File: config.mk
export PLATFORM = sky130hd
export DESIGN_NAME = seven_seg_capture
export DESIGN_NICKNAME = d
export VERILOG_FILES = /design/src/rtl/seven_seg_pkg.sv /design/src/rtl/seven_seg_unhex.sv /design/src/rtl/seven_seg_capture.sv
export SDC_FILE = /design/constraint.sdc
export NUM_CORES = 1
export LEC_CHECK = 0
export CAP_MARGIN = 5
export CORE_MARGIN = 3
export CORE_UTILIZATION = 64
export CTS_CLUSTER_SIZE = 8
export DETAILED_ROUTE_END_ITERATION = 12
export DONT_BUFFER_PORTS = 1
export GPL_ROUTABILITY_DRIVEN = 0
export PLACE_DENSITY_LB_ADDON = 0.3
export SETUP_SLACK_MARGIN = 0.5
export SLEW_MARGIN = 20
export SYNTH_ARGS = -nofsm -noshare
export SYNTH_HDL_FRONTEND = slang
export SYNTH_SLANG_ARGS = --single-unit
File: constraint.sdc
create_clock -name CLK -period 3.8 [get_ports CLK]
set_input_delay 0.57 -clock CLK [delete_from_list [all_inputs] [get_ports CLK]]
set_output_delay 0.57 -clock CLK [all_outputs]
set_load 0.01 [all_outputs]
File: src/rtl/seven_seg_pkg.sv
// Shared seven-segment definitions: hex glyph table (active-high g..a), blank
// pattern and the capture FSM state type.
package seven_seg_pkg;

  localparam logic [6:0] SEG_HEX [0:15] = '{
    7'h3F, 7'h06, 7'h5B, 7'h4F, 7'h66, 7'h6D, 7'h7D, 7'h07,
    7'h7F, 7'h6F, 7'h77, 7'h7C, 7'h39, 7'h5E, 7'h79, 7'h71
  };

  localparam logic [6:0] SEG_BLANK = 7'h00;

  typedef enum logic {
    IDLE    = 1'b0,
    GOT_LSB = 1'b1
  } state_e;

endpackage

File: src/rtl/seven_seg_unhex.sv
// Combinational glyph decoder: active-high segment pattern -> {hit, nibble}.
module seven_seg_unhex
  import seven_seg_pkg::*;
(
  input  logic [6:0] pattern,
  output logic       hit,
  output logic [3:0] nibble
);

  always_comb begin
    hit    = 1'b0;
    nibble = '0;
    for (int unsigned i = 0; i < 16; i++) begin
      if (pattern == SEG_HEX[i]) begin
        hit    = 1'b1;
        nibble = 4'(i);
      end
    end
  end

endmodule

File: src/rtl/seven_seg_capture.sv
// Receiver for the multiplexed two-digit seven-segment bus: debounces each
// digit, decodes it and reassembles the displayed byte {msb, lsb}.
module seven_seg_capture
  import seven_seg_pkg::*;
#(
  parameter int unsigned STABLE_CYCLES  = 4,
  parameter int unsigned TIMEOUT_CYCLES = 4096
) (
  input  logic       CLK,
  input  logic       reset,
  input  logic [7:0] seg_in,
  output logic [7:0] dout,
  output logic       valid,
  output logic       err,
  output logic       timeout
);

  localparam int unsigned RUN_W = $clog2(STABLE_CYCLES + 1);
  localparam int unsigned TMO_W = $clog2(TIMEOUT_CYCLES);
  localparam logic [RUN_W-1:0] RUN_MAX = RUN_W'(STABLE_CYCLES);
  localparam logic [TMO_W-1:0] TMO_MAX = TMO_W'(TIMEOUT_CYCLES - 1);

  logic [7:0]       seg_q, seg_d;
  logic [RUN_W-1:0] run_len_q, run_len_d;
  logic             accept_q, accept_d;
  state_e           state_q, state_d;
  logic [3:0]       lsb_q, lsb_d;
  logic [TMO_W-1:0] tmo_q, tmo_d;
  logic [7:0]       dout_q, dout_d;
  logic             valid_q, valid_d;
  logic             err_q, err_d;
  logic             timeout_q, timeout_d;

  logic [6:0] pattern;
  logic       hit;
  logic [3:0] nibble;

  assign pattern = ~seg_q[6:0];

  seven_seg_unhex u_unhex (
    .pattern (pattern),
    .hit     (hit),
    .nibble  (nibble)
  );

  // run_len_d is the age of seg_q after this edge; accept is registered so the
  // FSM decodes seg_q, which is guaranteed still to hold the accepted value.
  always_comb begin
    seg_d = seg_in;
    if (seg_in != seg_q)       run_len_d = RUN_W'(1);
    else if (run_len_q != RUN_MAX) run_len_d = run_len_q + RUN_W'(1);
    else                       run_len_d = run_len_q;
    accept_d = (run_len_d == RUN_MAX) && (run_len_q != RUN_MAX);
  end

  always_comb begin
    state_d   = state_q;
    lsb_d     = lsb_q;
    tmo_d     = '0;
    dout_d    = dout_q;
    valid_d   = 1'b0;
    err_d     = 1'b0;
    timeout_d = 1'b0;
    unique case (state_q)
      IDLE: begin
        if (accept_q && pattern != SEG_BLANK) begin
          if (!hit) begin
            err_d = 1'b1;
          end else if (seg_q[7]) begin
            lsb_d   = nibble;
            state_d = GOT_LSB;
          end
        end
      end
      GOT_LSB: begin
        // a blank accept is a non-event, so it neither resets nor masks the timeout
        if (accept_q && pattern != SEG_BLANK) begin
          if (!hit) begin
            err_d   = 1'b1;
            state_d = IDLE;
          end else if (seg_q[7]) begin
            lsb_d = nibble;
          end else begin
            dout_d  = {nibble, lsb_q};
            valid_d = 1'b1;
            state_d = IDLE;
          end
        end else if (tmo_q == TMO_MAX) begin
          timeout_d = 1'b1;
          state_d   = IDLE;
        end else begin
          tmo_d = tmo_q + TMO_W'(1);
        end
      end
      default: state_d = IDLE;
    endcase
  end

  always_ff @(posedge CLK) begin
    if (reset) begin
      seg_q     <= '0;
      run_len_q <= '0;
      accept_q  <= 1'b0;
      state_q   <= IDLE;
      lsb_q     <= '0;
      tmo_q     <= '0;
      dout_q    <= '0;
      valid_q   <= 1'b0;
      err_q     <= 1'b0;
      timeout_q <= 1'b0;
    end else begin
      seg_q     <= seg_d;
      run_len_q <= run_len_d;
      accept_q  <= accept_d;
      state_q   <= state_d;
      lsb_q     <= lsb_d;
      tmo_q     <= tmo_d;
      dout_q    <= dout_d;
      valid_q   <= valid_d;
      err_q     <= err_d;
      timeout_q <= timeout_d;
    end
  end

  assign dout    = dout_q;
  assign valid   = valid_q;
  assign err     = err_q;
  assign timeout = timeout_q;

endmodule

==> run metrics, run 1 <==
Total GRT Usage=0.206; CTS max path bufs=2; clock-pin transition on the worst setup and hold timing paths=0.11 ns; Seq pwr share=0.648; CTS H-tree depth=2; post-DP HPWL=2.59 mm; post-layout min period=2.17 ns; Vias/cell=6.14; chip width=61.7 um; Area Overhead vs Synth=1.32%; CTS root buf=clkbuf_4; row cnt=19; largest vdd supply drop=0.000267 V; largest family of logic cells by synthesized area=simple AND/OR/NAND/NOR gates; vias=1492; io pins=21; register area share after synthesis=0.403; Initial Util=0.696; fraction of layout cells with a size suffix above 1=0.0849; Simple-Gate Fraction of Synth Area=0.287; startpoint types=flop; dpl cells=236; Gate Count Post-Synth=215; clock latency on the worst-skew pair=0.34 ns; DR WL met2=1.72 mm; YS warnings=0; max_cap viols=0; status=finished, final reports clean; WL per Instance=14.5 um; power per cell area=337 mW/mm^2; Clock Power Share=0.282; max-slew violations=0; RSZ-0062 raised after global routing=false; DR pass1 iterations=4; Hold WC Path Type=primary input to flop; worst relative slew slack=0.661; crit path max fanout=14; M1 WL=1.53 mm; Final Skew=0.0105 ns; Synth Cell Area=0.00199 sq mm; gr ovfl total=0; commonest non-fill, non-tap cell in the layout=dfxtp_1; CP bufs+invs=0; slowest CP cell=dfxtp_1; final setup vio count=0; DRC violations left=0; max layer used=met4; CP arrival=2.41 ns; most frequent cells in the layout=dfxtp_1, nor2_1, nand2_1; Worst Max-Slew Pin Slew=0.508 ns; TritonCTS clock tree=done; largest net degree at the start of global routing=17; kind of critical path=flop to flop; fillers=245; CP required=4.04 ns; Post-synth ARST share=0; Synth cell types=51; post-synthesis xor/xnor area fraction=0.0926; mux contribution to synthesized area=0.0592; final antenna-violating net count=0; Post-Layout Cell Count=243; post-CTS sizing=0; main flop type after synthesis=dfxtp_1; critical-path cell list=or3b_1 > a21boi_2 > nor3_4 > a211oi_4 > mux2_4; Power Internal=0.516 mW; met3 WL=238 um; die height=61.7 um; Post-synth EDFFs=0; setup TNS=0 ns; Post-Route WL=3.52 mm; vias in the first global route=1338; Final period util=0.572; combinational share of power=0.070; # diodes=0; Switching Share=0.240; Pleak=0.695 nW; synthesized area per cell=9.24 sq um; post-CTS setup buffers=0; Die ar.=0.00381 sq mm; Port Buf Inserts=0; adder-cell share of the synthesized area=0.0189; Core Area=0.00285 sq mm; Synth Register Bits=40; P_sw=0.163 mW; TritonCTS Sinks=40; Fin. Hold Viols=0; antenna violations before repair=0; Top delay family on crit path=flip-flops; Critical Path End Type=flop; Net Count, Synth=228; first-pass GRT wire length=5.68 mm; fmax=460 MHz; initial DRC count=71; Nets=225; CP peak stage delay=0.64 ns; clock buffer count from CTS=5; Synth Area in Compound Gates=0.0964; Hold Buf Count CTS=0
metal layers:
| metal | track usage | vias up |
|---|---|---|
| met5 | 0 | - |
| met4 | 0.0667 | 0 |
| met3 | 0.0785 | 6 |
| met2 | 0.353 | 55 |
| met1 | 0.236 | 691 |
| li1 | - | 740 |
through the flow:
stage | setup slack [ns] | total power, mW | utilization | area, sq um | hold slack, ns
6_report | 1.63 | 0.679 | 0.705 | 2010 | 0.287
5_1_grt | 1.54 | 0.711 | 0.705 | 2010 | 0.258
4_1_cts | 1.64 | 0.685 | 0.705 | 2010 | 0.268
3_5_place_dp | 1.66 | 0.496 | 0.689 | 1970 | 0.435
3_3_place_gp | 1.72 | 0.494 | 0.689 | 1970 | 0.425
2_1_floorplan | 2.03 | 0.492 | - | 1990 | 0.413
cells in the mapped netlist (2+ instances only):
cell type	number	area (sq um)
a21oi_1	8	40.0
and3_1	2	12.5
and4_1	3	26.3
buf_2	5	25.0
buf_4	2	15.0
clkbuf_1	2	7.51
dfxtp_1	40	801
ha_1	3	37.5
inv_1	7	26.3
mux2_1	2	22.5
mux2i_1	8	80.1
nand2_1	18	67.6
nand2b_1	2	12.5
nand3_1	9	45.0
nand3b_1	2	15.0
nand4_1	6	37.5
nand4b_1	2	17.5
nor2_1	20	75.1
nor2b_1	11	68.8
nor3_1	4	20.0
nor3b_1	2	15.0
nor4_1	4	25.0
o21ai_0	4	20.0
o31ai_1	2	15.0
or3_1	2	12.5
xnor2_1	13	114
xor2_1	8	70.1
registers in the layout, indices dropped and copies added, names as in the netlist:
register   count
timeout        1
lsb_q          4
run_len_q      3
valid          1
dout           8
tmo_q         12
accept_q       1
err            1
seg_q          8
state_q        1
kinds of logic after synthesis:
kind of cell,Yosys count
AO/OA/AOI/OAI,24
XOR/XNOR,21
adder cells (fa/ha/maj),3
buffers and inverters,17
flip-flops,40
multiplexers,11
AND/OR/NAND/NOR,99
path summary, 6_finish.rpt:
path | start | to | slack [ns] | depth (start not counted)
min | reset | seg_q[7] | 0.29 | 1
max reg2reg | seg_q[1] | lsb_q[0] | 1.63 | 5
max | seg_q[1] | lsb_q[0] | 1.63 | 5
min reg2reg | tmo_q[0] | tmo_q[0] | 0.45 | 1
power by group through the flow:
stage               Sequential, mW  Combinational, mW  Clock (mW)
floorplan                    0.438             0.0542           0
global placement             0.448             0.0454           0
detailed placement           0.449             0.0472           0
CTS                          0.439             0.0473       0.199
global route                 0.442             0.0527       0.216
finish                       0.440             0.0472       0.192
layout make-up:
class / instances / area [sq um] / area share
Sequential cell: 40 / 801 / 0.398
Inverter: 7 / 26.3 / 0.0131
Multi-Input combinational cell: 158 / 1100 / 0.547
Clock inverter: 1 / 5.00 / 0.00249
Clock buffer: 6 / 41.3 / 0.0205
Tap cell: 31 / 38.8 / 0.0193
Note: power is estimated with default switching activity, not from simulation.
==> run 2, diff against run 1 <==
--- a/config.mk
+++ b/config.mk
@@ -7,7 +7,7 @@
 export LEC_CHECK = 0
 export CAP_MARGIN = 5
 export CORE_MARGIN = 3
-export CORE_UTILIZATION = 64
+export CORE_UTILIZATION = 56
 export CTS_CLUSTER_SIZE = 8
 export DETAILED_ROUTE_END_ITERATION = 12
 export DONT_BUFFER_PORTS = 1
==> constraint.sdc (replaced) <==
create_clock -name CLK -period 1.8 [get_ports CLK]
set_input_delay 0.27 -clock CLK [delete_from_list [all_inputs] [get_ports CLK]]
set_output_delay 0.27 -clock CLK [all_outputs]
set_load 0.01 [all_outputs]
==> run metrics, run 2 (synthesis gave the netlist of run 1 again) <==
post-layout min period=1.77 ns; Placed Area=0.00211 sq mm; Critical Path End Type=flop; RSZ-0062 raised after global routing=true; final setup vio count=0; Die ar.=0.00430 sq mm; max_cap viols=0; kind of critical path=flop to flop; # diodes=0; CP arrival=2.02 ns; WL per Instance=16.0 um; CTS H-tree depth=2; TritonCTS Sinks=40; largest vdd supply drop=0.000377 V; Setup WS post-layout=0.0331 ns; clock buffer count from CTS=5; initial DRC count=107; crit path max fanout=13; clock latency on the worst-skew pair=0.36 ns; Vias/cell=5.81; fillers=242; design area=0.00241 sq mm; vias in the first global route=1589; final antenna-violating net count=0; DP Worst Slack=-0.0137 ns; Port Buf Inserts=0; startpoint types=flop; DRC violations left=0; gr ovfl total=0; chip width=65.5 um; Post-Route WL=4.49 mm; post-DP HPWL=2.86 mm; Final period util=0.982; fraction of layout cells with a size suffix above 1=0.297; CTS max path bufs=2; status=finished, final reports clean; Nets=248; worst relative slew slack=0.682; TritonCTS clock tree=done; CTS root buf=clkbuf_4; Pleak=0.855 nW; power per cell area=711 mW/mm^2; Total GRT Usage=0.217; largest net degree at the start of global routing=15; clock-pin transition on the worst setup and hold timing paths=0.12 ns; DR pass1 iterations=4; io pins=21; CP required=2.06 ns; Final Skew=0.0117 ns; Initial Util=0.620; Worst Max-Slew Pin Slew=0.476 ns; Reg with most FFs=tmo_q; Area Overhead vs Synth=21.3%; row cnt=20; max-slew violations=0; Hold WC Path Type=primary input to flop; first-pass GRT wire length=7.31 mm; Core Area=0.00320 sq mm; Fin. Hold Viols=0; antenna violations before repair=0; setup TNS=0 ns; most frequent cells in the layout=dfxtp_1, nand2_1, buf_4; commonest non-fill, non-tap cell in the layout=dfxtp_1; vias=1628; fmax=566 MHz; max reg flops=12; die height=65.5 um
[run 2: power by group]
| part | internal [mW] | switching [mW] | leakage, nW |
|---|---|---|---|
| Sequential | 0.893 | 0.0286 | 0.328 |
| Clock | 0.333 | 0.303 | 0.0484 |
| Combinational | 0.0782 | 0.0779 | 0.478 |
[run 2: stage by stage]
step                power (mW)  utilization  hold slack, ns  instances
CTS                       1.72        0.728          0.0364        278
detailed placement        1.07        0.657           0.338        259
finish                    1.71        0.752          0.0365        280
global placement          1.07        0.657           0.337        259
floorplan                 1.06            -           0.334        215
global route              1.79        0.752          0.0255        280
[run 2: per-layer routing]
layer,track usage,up-vias,wire (um)
met1,0.265,765,1890
met3,0.0496,10,277
met5,0,-,0
met4,0.0699,0,77
li1,-,785,-
met2,0.374,68,2250
[run 2: timing repair]
action	CTS	global route
endpoints found under the setup margin	31	32
hold buffers	1	0
endpoints found under the hold margin	11	0
cloned	0	1
resized for setup	16	17
buffers inserted	10	1
pin swaps	4	3
[run 2: final timing paths]
path | slack, ns | start | depth (start not counted) | endpoint
min reg2reg | 0.46 | tmo_q[0] | 1 | tmo_q[0]
max | 0.03 | seg_q[3] | 8 | state_q
max reg2reg | 0.03 | seg_q[3] | 8 | state_q
min | 0.04 | seg_in[1] | 1 | seg_q[1]
[run 2: cell type report]
type / instances / area [sq um] / area share
multi-input combinational: 159 / 1230 / 0.511
sequential: 40 / 825 / 0.342
timing repair buffer: 22 / 183 / 0.0758
tap: 44 / 55.1 / 0.0229
clock buffer: 6 / 51.3 / 0.0213
clock inverter: 2 / 38.8 / 0.0161
inverter: 7 / 26.3 / 0.0109
[run 2: critical path, cell delays in order, from the launching register on]
cell and delay, ns:
dfxtp_4 0.44, buf_4 0.14, nor2_1 0.05, and4_1 0.22
nor3_4 0.31, a211oi_4 0.12, buf_6 0.15, buf_4 0.13
o2bb2ai_2 0.10
==> run 3, diff against run 2 <==
--- a/config.mk
+++ b/config.mk
@@ -5,7 +5,7 @@
 export SDC_FILE = /design/constraint.sdc
 export NUM_CORES = 1
 export LEC_CHECK = 0
-export CAP_MARGIN = 5
+export CAP_MARGIN = 30
 export CORE_MARGIN = 3
 export CORE_UTILIZATION = 56
 export CTS_CLUSTER_SIZE = 8
==> results of run 3 <==
Same layout as run 2: the final DEF is identical, and so are final timing and power.
